File: config.mk
export PLATFORM = sky130hd
export DESIGN_NAME = mask_generation_vga
export DESIGN_NICKNAME = d
export VERILOG_FILES = /design/src/rtl/mask_generation_vga.sv
export SDC_FILE = /design/constraint.sdc
export NUM_CORES = 2
export LEC_CHECK = 0
export ABC_AREA = 1
export BUFFER_PORTS_ARGS = -buffer_cell sky130_fd_sc_hd__buf_4
export CAP_MARGIN = 30
export CORE_ASPECT_RATIO = 1.4
export CORE_MARGIN = 1.5
export CORE_UTILIZATION = 25
export DETAILED_ROUTE_END_ITERATION = 12
export HOLD_SLACK_MARGIN = 0.12
export PLACE_DENSITY_LB_ADDON = 0.12
export SYNTH_ARGS = -nofsm -noshare
export SYNTH_HDL_FRONTEND = slang
export SYNTH_SLANG_ARGS = --single-unit
File: constraint.sdc
create_clock -name clk -period 2 [get_ports clk]
set_clock_uncertainty 0.1 [all_clocks]
set_input_delay 0.4 -clock clk [delete_from_list [all_inputs] [get_ports clk]]
set_output_delay 0.4 -clock clk [all_outputs]
set_load 0.02 [all_outputs]
File: src/rtl/mask_generation_vga.sv
// -----------------------------------------------------------------------------
// mask_generation_vga
//   Produces one 640-pixel mask row per clock for the VGA mask path.
//   Modes (mask_type):
//     00 slide right : initial row {seed, 0...} rotated right by one per row
//     01 slide left  : initial row {seed, 0...} rotated left by one per row
//     10 random      : 32-bit Fibonacci LFSR, 32 fresh bits enter at pixel 0
//     11 repeated    : W-bit tile of repeatedPattern, emitted once then held
//   The seed arrives serially on `pattern` while load_pattern is high.
//
// Ports
//   clk, rst_n        clock (rising edge) / asynchronous active-low reset
//   clk_en            global enable; low freezes all state, rp_valid goes 0
//   gen_en            generation enable while generating
//   mask_type [1:0]   mode, latched while loading
//   pattern_w [4:0]   tile width 1..8 (0 or >8 means 8), latched while loading
//   pattern           serial seed bit
//   repeatedPattern   tile source, W MSBs used MSB first, latched while loading
//   load_pattern      load strobe (one cycle per seed bit)
//   mg_mask [0:639]   mask row, bit 0 = leftmost pixel
//   rp_valid          high exactly in the cycles mg_mask holds a new row
// -----------------------------------------------------------------------------
module mask_generation_vga #(
    parameter int ROW_W  = 640,
    parameter int SEED_W = 32
) (
    input  logic             clk,
    input  logic             rst_n,
    input  logic             clk_en,
    input  logic             gen_en,
    input  logic [1:0]       mask_type,
    input  logic [4:0]       pattern_w,
    input  logic             pattern,
    input  logic [7:0]       repeatedPattern,
    input  logic             load_pattern,
    output logic [0:ROW_W-1] mg_mask,
    output logic             rp_valid
);

    typedef enum logic [2:0] {
        S_IDLE = 3'd0,
        S_LOAD = 3'd1,
        S_PREP = 3'd2,
        S_GEN  = 3'd3,
        S_HOLD = 3'd4
    } state_t;

    // Fibonacci LFSR step for x^32+x^22+x^2+x+1.
    function automatic logic [31:0] lfsr_next(input logic [31:0] s);
        return {s[30:0], s[31] ^ s[21] ^ s[1] ^ s[0]};
    endfunction

    state_t              state_q,  state_d;
    logic [0:SEED_W-1]   seed_q,   seed_d;
    logic [31:0]         lfsr_q,   lfsr_d;
    logic [0:ROW_W-1]    mask_q,   mask_d;
    logic                valid_q,  valid_d;
    logic [1:0]          type_q,   type_d;
    logic [2:0]          wm1_q,    wm1_d;     // tile width minus one
    logic [7:0]          rp_q,     rp_d;

    logic [2:0]          wm1_s;
    logic [31:0]         seed_val_s;
    logic [31:0]         lfsr_n_s;
    logic [0:ROW_W-1]    rp_row_s;

    // Tile row: each pixel picks rp[7 - (i mod W)] from the 8 width candidates.
    for (genvar i = 0; i < ROW_W; i++) begin : g_rp
        logic [7:0] cand_s;
        for (genvar w = 1; w <= 8; w++) begin : g_w
            assign cand_s[w-1] = rp_q[7 - (i % w)];
        end
        assign rp_row_s[i] = cand_s[wm1_q];
    end

    assign lfsr_n_s = lfsr_next(lfsr_q);

    // Seed as a numeric value: seed[k] (k-th most recent bit) is value bit k,
    // so a value sent MSB first lands in the LFSR unchanged.
    always_comb begin
        seed_val_s = 32'd0;
        for (int k = 0; k < 32; k++) begin
            seed_val_s[k] = seed_q[k];
        end
    end

    // Effective tile width: 0 or anything above 8 behaves as 8.
    always_comb begin
        if ((pattern_w == 5'd0) || (pattern_w > 5'd8)) begin
            wm1_s = 3'd7;
        end else begin
            wm1_s = pattern_w[2:0] - 3'd1;
        end
    end

    // Next-state and datapath: a load strobe overrides every state.
    always_comb begin
        state_d = state_q;
        seed_d  = seed_q;
        lfsr_d  = lfsr_q;
        mask_d  = mask_q;
        valid_d = 1'b0;
        type_d  = type_q;
        wm1_d   = wm1_q;
        rp_d    = rp_q;

        if (load_pattern) begin
            state_d = S_LOAD;
            type_d  = mask_type;
            wm1_d   = wm1_s;
            rp_d    = repeatedPattern;
            if (state_q != S_LOAD) begin
                // first bit of a new load discards the previous seed
                seed_d = {pattern, {(SEED_W-1){1'b0}}};
            end else begin
                seed_d = {pattern, seed_q[0:SEED_W-2]};
            end
        end else begin
            case (state_q)
                S_IDLE: begin
                    state_d = S_IDLE;
                end
                S_LOAD: begin
                    state_d = S_PREP;
                end
                S_PREP: begin
                    case (type_q)
                        2'b10: begin
                            // an all-zero LFSR would lock up
                            lfsr_d  = (seed_val_s == 32'd0) ? 32'd1 : seed_val_s;
                            mask_d  = '0;
                            state_d = S_GEN;
                        end
                        2'b11: begin
                            mask_d  = rp_row_s;
                            valid_d = 1'b1;
                            state_d = S_HOLD;
                        end
                        default: begin
                            mask_d  = {seed_q, {(ROW_W-SEED_W){1'b0}}};
                            state_d = S_GEN;
                        end
                    endcase
                end
                S_GEN: begin
                    if (gen_en) begin
                        case (type_q)
                            2'b00: begin
                                mask_d  = {mask_q[ROW_W-1], mask_q[0:ROW_W-2]};
                                valid_d = 1'b1;
                            end
                            2'b01: begin
                                mask_d  = {mask_q[1:ROW_W-1], mask_q[0]};
                                valid_d = 1'b1;
                            end
                            2'b10: begin
                                lfsr_d  = lfsr_n_s;
                                mask_d  = {lfsr_n_s, mask_q[0:ROW_W-SEED_W-1]};
                                valid_d = 1'b1;
                            end
                            default: begin
                                valid_d = 1'b0;
                            end
                        endcase
                    end else begin
                        valid_d = 1'b0;
                    end
                end
                S_HOLD: begin
                    state_d = S_HOLD;
                end
                default: begin
                    state_d = S_IDLE;
                end
            endcase
        end
    end

    // State registers; clk_en low freezes everything but clears rp_valid.
    always_ff @(posedge clk or negedge rst_n) begin
        if (!rst_n) begin
            state_q <= S_IDLE;
            seed_q  <= '0;
            lfsr_q  <= 32'd0;
            mask_q  <= '0;
            valid_q <= 1'b0;
            type_q  <= 2'b00;
            wm1_q   <= 3'd0;
            rp_q    <= 8'd0;
        end else if (clk_en) begin
            state_q <= state_d;
            seed_q  <= seed_d;
            lfsr_q  <= lfsr_d;
            mask_q  <= mask_d;
            valid_q <= valid_d;
            type_q  <= type_d;
            wm1_q   <= wm1_d;
            rp_q    <= rp_d;
        end else begin
            valid_q <= 1'b0;
        end
    end

    assign mg_mask  = mask_q;
    assign rp_valid = valid_q;

endmodule

==> summary.md <==
| Metric | Value |
|---|---|
| Final Cycle Share | 115% |
| Post-DP HPWL | 286 mm |
| Worst Path Arrival | 2820 ps |
| Clk_lat worst skew | 780 ps |
| First-pass GRT wire length | 527 mm |
| Min-delay worst type | input port to register |
| RR Startpoint | wm1_q[0] |
| Crit path launch | wm1_q[0] |
| Antenna viol nets, final | 0 |
| Reg2Reg Setup Slack | -310 ps |
| Total CTS buffers | 90 |
| Clk Tree Root Cell | clkbuf_16 |
| Pwr dens | 1530 nW/um2 |
| Finished Layout Cells | 11400 |
| Worst vdd ir | 0.855 mV |
| Mean area per synthesized cell | 6.47 um2 |
| Crit path to | mg_mask[150] |
| Max_slew headroom | 53.4% |
| Top cells by area, synth | dfrtp_1 (38%), a21oi_1 (19%), o21ai_0 (11%) |
| Total leakage power | 32.2 nW |
| DR vias/cell | 5.84 |
| GRT Total Usage | 38.3% |
| Die Ht | 521 um |
| Status | complete, but fails checks |
| Yosys top cell by area | dfrtp_1 |
| IO buf count | 661 |
| FMAX | 0.434 GHz |
| Cell Area, Placed | 66000 um2 |
| Layout cell share with drive strength beyond 1 | 28.2% |
| Post-DR wirelength/cell | 34.6 um |
| Sequential fraction of the synthesis area | 37.6% |
| Crit-path most repeated cell | buf_4 |
| Filler Cell Count | 20500 |
| Clock sinks | 721 |
| Area grow syn2layout | 53.5% |
| Hold Vio Cnt, Final | 0 |
| Yosys reg bits | 721 |
| Initial core utilization | 25.1% |
| CTS tree | done |
| R2R depth | 10 |
| Site Rows | 190 |
| Ports | 662 |
| Crit path kind | register to register |
| Worst-Margin Slew | 698 ps |
| Initial antenna violation count | 27 |
| Place WS | -688 ps |
| Synth Warn # | 0 |
| Core Region | 191000 um2 |
| Die Width | 373 um |
| Routability cong. | 1.07 |
| Placed Cells | 11100 |
| Yosys top cell area share | 37.6% |
| Clk buf depth | 3 |
| Critical path depth | 10 |
| RSZ-0062 raised after global routing | true |
| Worst Setup Slack, final | -306 ps |
| Total length of routed wires | 394 mm |
| CP endpoint kind | register |
| Post-route cell area | 73600 um2 |
| Failing checks | negative setup slack |
| Worst-path maximum fanout | 7 |
| Clock Pin Slew Worst Setup and Hold Paths | 70 ps |
| Mapped Nets | 7440 |
| First-pass iteration count of the detailed router | 7 |
| Critical path cell sequence | clkinv_4, buf_4, nand2_1, buf_4, a21oi_4, buf_12, buf_4, buf_4, o21ai_0, a21oi_1 |
| Via Count | 66500 |
| Critical path launch point type | register |
| Synth cell types | 31 |
| R2R Path End | mg_mask[150] |
| Drt initial violations | 9766 |
| Post-Synthesis Cells | 7413 |
| # Max-Cap Violations | 0 |
| Remaining DRCs | 0 |
| CP max-delay cell | dfrtp_2 |
| Syn Std Cell Area | 48000 um2 |
| Slew Limit Fails | 0 |
| Delay-heaviest family, CP | buffers and inverters |
| Buffer and inverter count on the worst path | 6 |
| Largest net degree at the start of global routing | 85 |
| Die area | 195000 um2 |
| H-tree depth | 3 |
| Worst path required time | 2520 ps |
| GRT overflow | 0 |
| Final Critical Period | 2310 ps |
| Crit path largest cell delay | 440 ps |
| Vias in the first global route | 62300 |
| # setup viols final | 886 |
| Nets | 8832 |
## final cells by class
class                      count  area (um2)  area share (%)
multi-input combinational   5771       28100            38.2
timing repair buffer        1976       20300            27.6
sequential                   721       18100            24.5
tap                         2496        3120            4.24
clock buffer                 148        2810            3.81
inverter                     245         991            1.35
clock inverter                15         211           0.287
antenna                       20        50.0          0.0680
## cell usage in the layout, fill, tap and decap left out, types with 41 or more instances in the layout
master     netlist  layout
inv_1          215     200
nand3_1        278     233
a21oi_1       1823    1748
buf_6            1      73
buf_12           0     287
clkbuf_16        0     120
buf_16           0      41
o21ai_0       1039     848
o21ai_2          0      71
dfrtp_1        721     709
o21ai_1         74     166
nor2_1        1263    1217
nand2_1       1116    1058
nand2_2          3      49
a21oi_2         12      73
buf_4            4    1508
a22oi_1         49      49
## cell families (layout without fill, tap and decap cells)
family,Yosys count,in the layout,share of synthesized area [%]
AND/OR/NAND/NOR,2696,2696,22.0
AO/OA/AOI/OAI,3064,3064,32.6
XOR/XNOR,5,5,0.0913
flip-flops,721,721,37.6
buffers and inverters,921,2384,7.55
other,0,20,0
adder cells (fa/ha/maj),6,6,0.157
## repair_timing
item                                   in CTS  in global routing
cloned                                     20                 26
hold buffers                               22                  0
pin swaps                                  43                 49
resized for setup                         562                208
setup buffers                              53                 24
endpoints found under the hold margin     739                  0
setup endpoints to repair                 921                933
## per-layer routing
layer  global-route usage, %  vias up  wire length, um
met2                    57.3     4590           167000
met1                    48.5    32700           153000
li1                        -    28000                -
met4                    28.4       24            35900
met5                       0        -              269
met3                    8.20     1219            37200
## Yosys cell counts
cell type  number
or2_2           2
inv_2          26
xnor2_1         2
a21oi_2        12
o211ai_1       29
a31oi_1        23
nor2_4          1
buf_4           4
inv_1         215
o21a_1          1
nor3_1         13
nand2_1      1116
nand3_2         1
o22ai_1        14
nand3_1       278
dfrtp_1       721
xor2_1          3
buf_1          38
o21ai_1        74
nor2_2         11
buf_6           1
a22oi_1        49
nand4_1         8
a21oi_1      1823
buf_2         114
o21ai_0      1039
nand2_2         3
nor2_1       1263
clkinv_1        4
clkbuf_1      519
ha_1            6
## power by group
group / switching, mW / internal [mW] / leakage [nW]
Combinational: 34.0 / 22.3 / 22.0
Sequential: 17.6 / 21.2 / 8.74
Clock: 7.76 / 10.2 / 1.48
## worst min-delay path: cells and delay by family
kind / cells / cell delay (ps)
buffers and inverters: 1 / 80
and+or+nand+nor: 1 / 80
AOI/OAI and AO/OA: 3 / 350
## flip-flops by register name, indices dropped and copies added, names as in the netlist
register  cells
lfsr_q       32
mg_mask     640
rp_q          8
rp_valid      1
seed_q       32
state_q       3
type_q        2
wm1_q         3
## worst min path at each step
| stage | start | to | slack, ps | cells past startpoint |
|---|---|---|---|---|
| after floorplan | rst_n | lfsr_q[0] | 4 | 0 |
| after global placement | rst_n | mg_mask[374] | 300 | 2 |
| after detailed placement | rst_n | mg_mask[374] | 290 | 2 |
| after CTS | pattern_w[4] | wm1_q[1] | 120 | 5 |
| after global routing | pattern_w[4] | wm1_q[1] | 180 | 5 |
| final | pattern_w[4] | wm1_q[1] | 110 | 5 |
## metrics by stage
step	util, %	hold slack [ps]	total power, mW	setup TNS (ps)
after floorplan	-	4.41	52.3	-10390
after global placement	34.5	302	89.3	-174420
after detailed placement	34.5	293	89.5	-175890
after CTS	37.7	124	110	-77620
after global routing	38.5	182	116	-145280
final	38.5	106	113	-107770
Note: power is estimated with default switching activity, not from simulation.
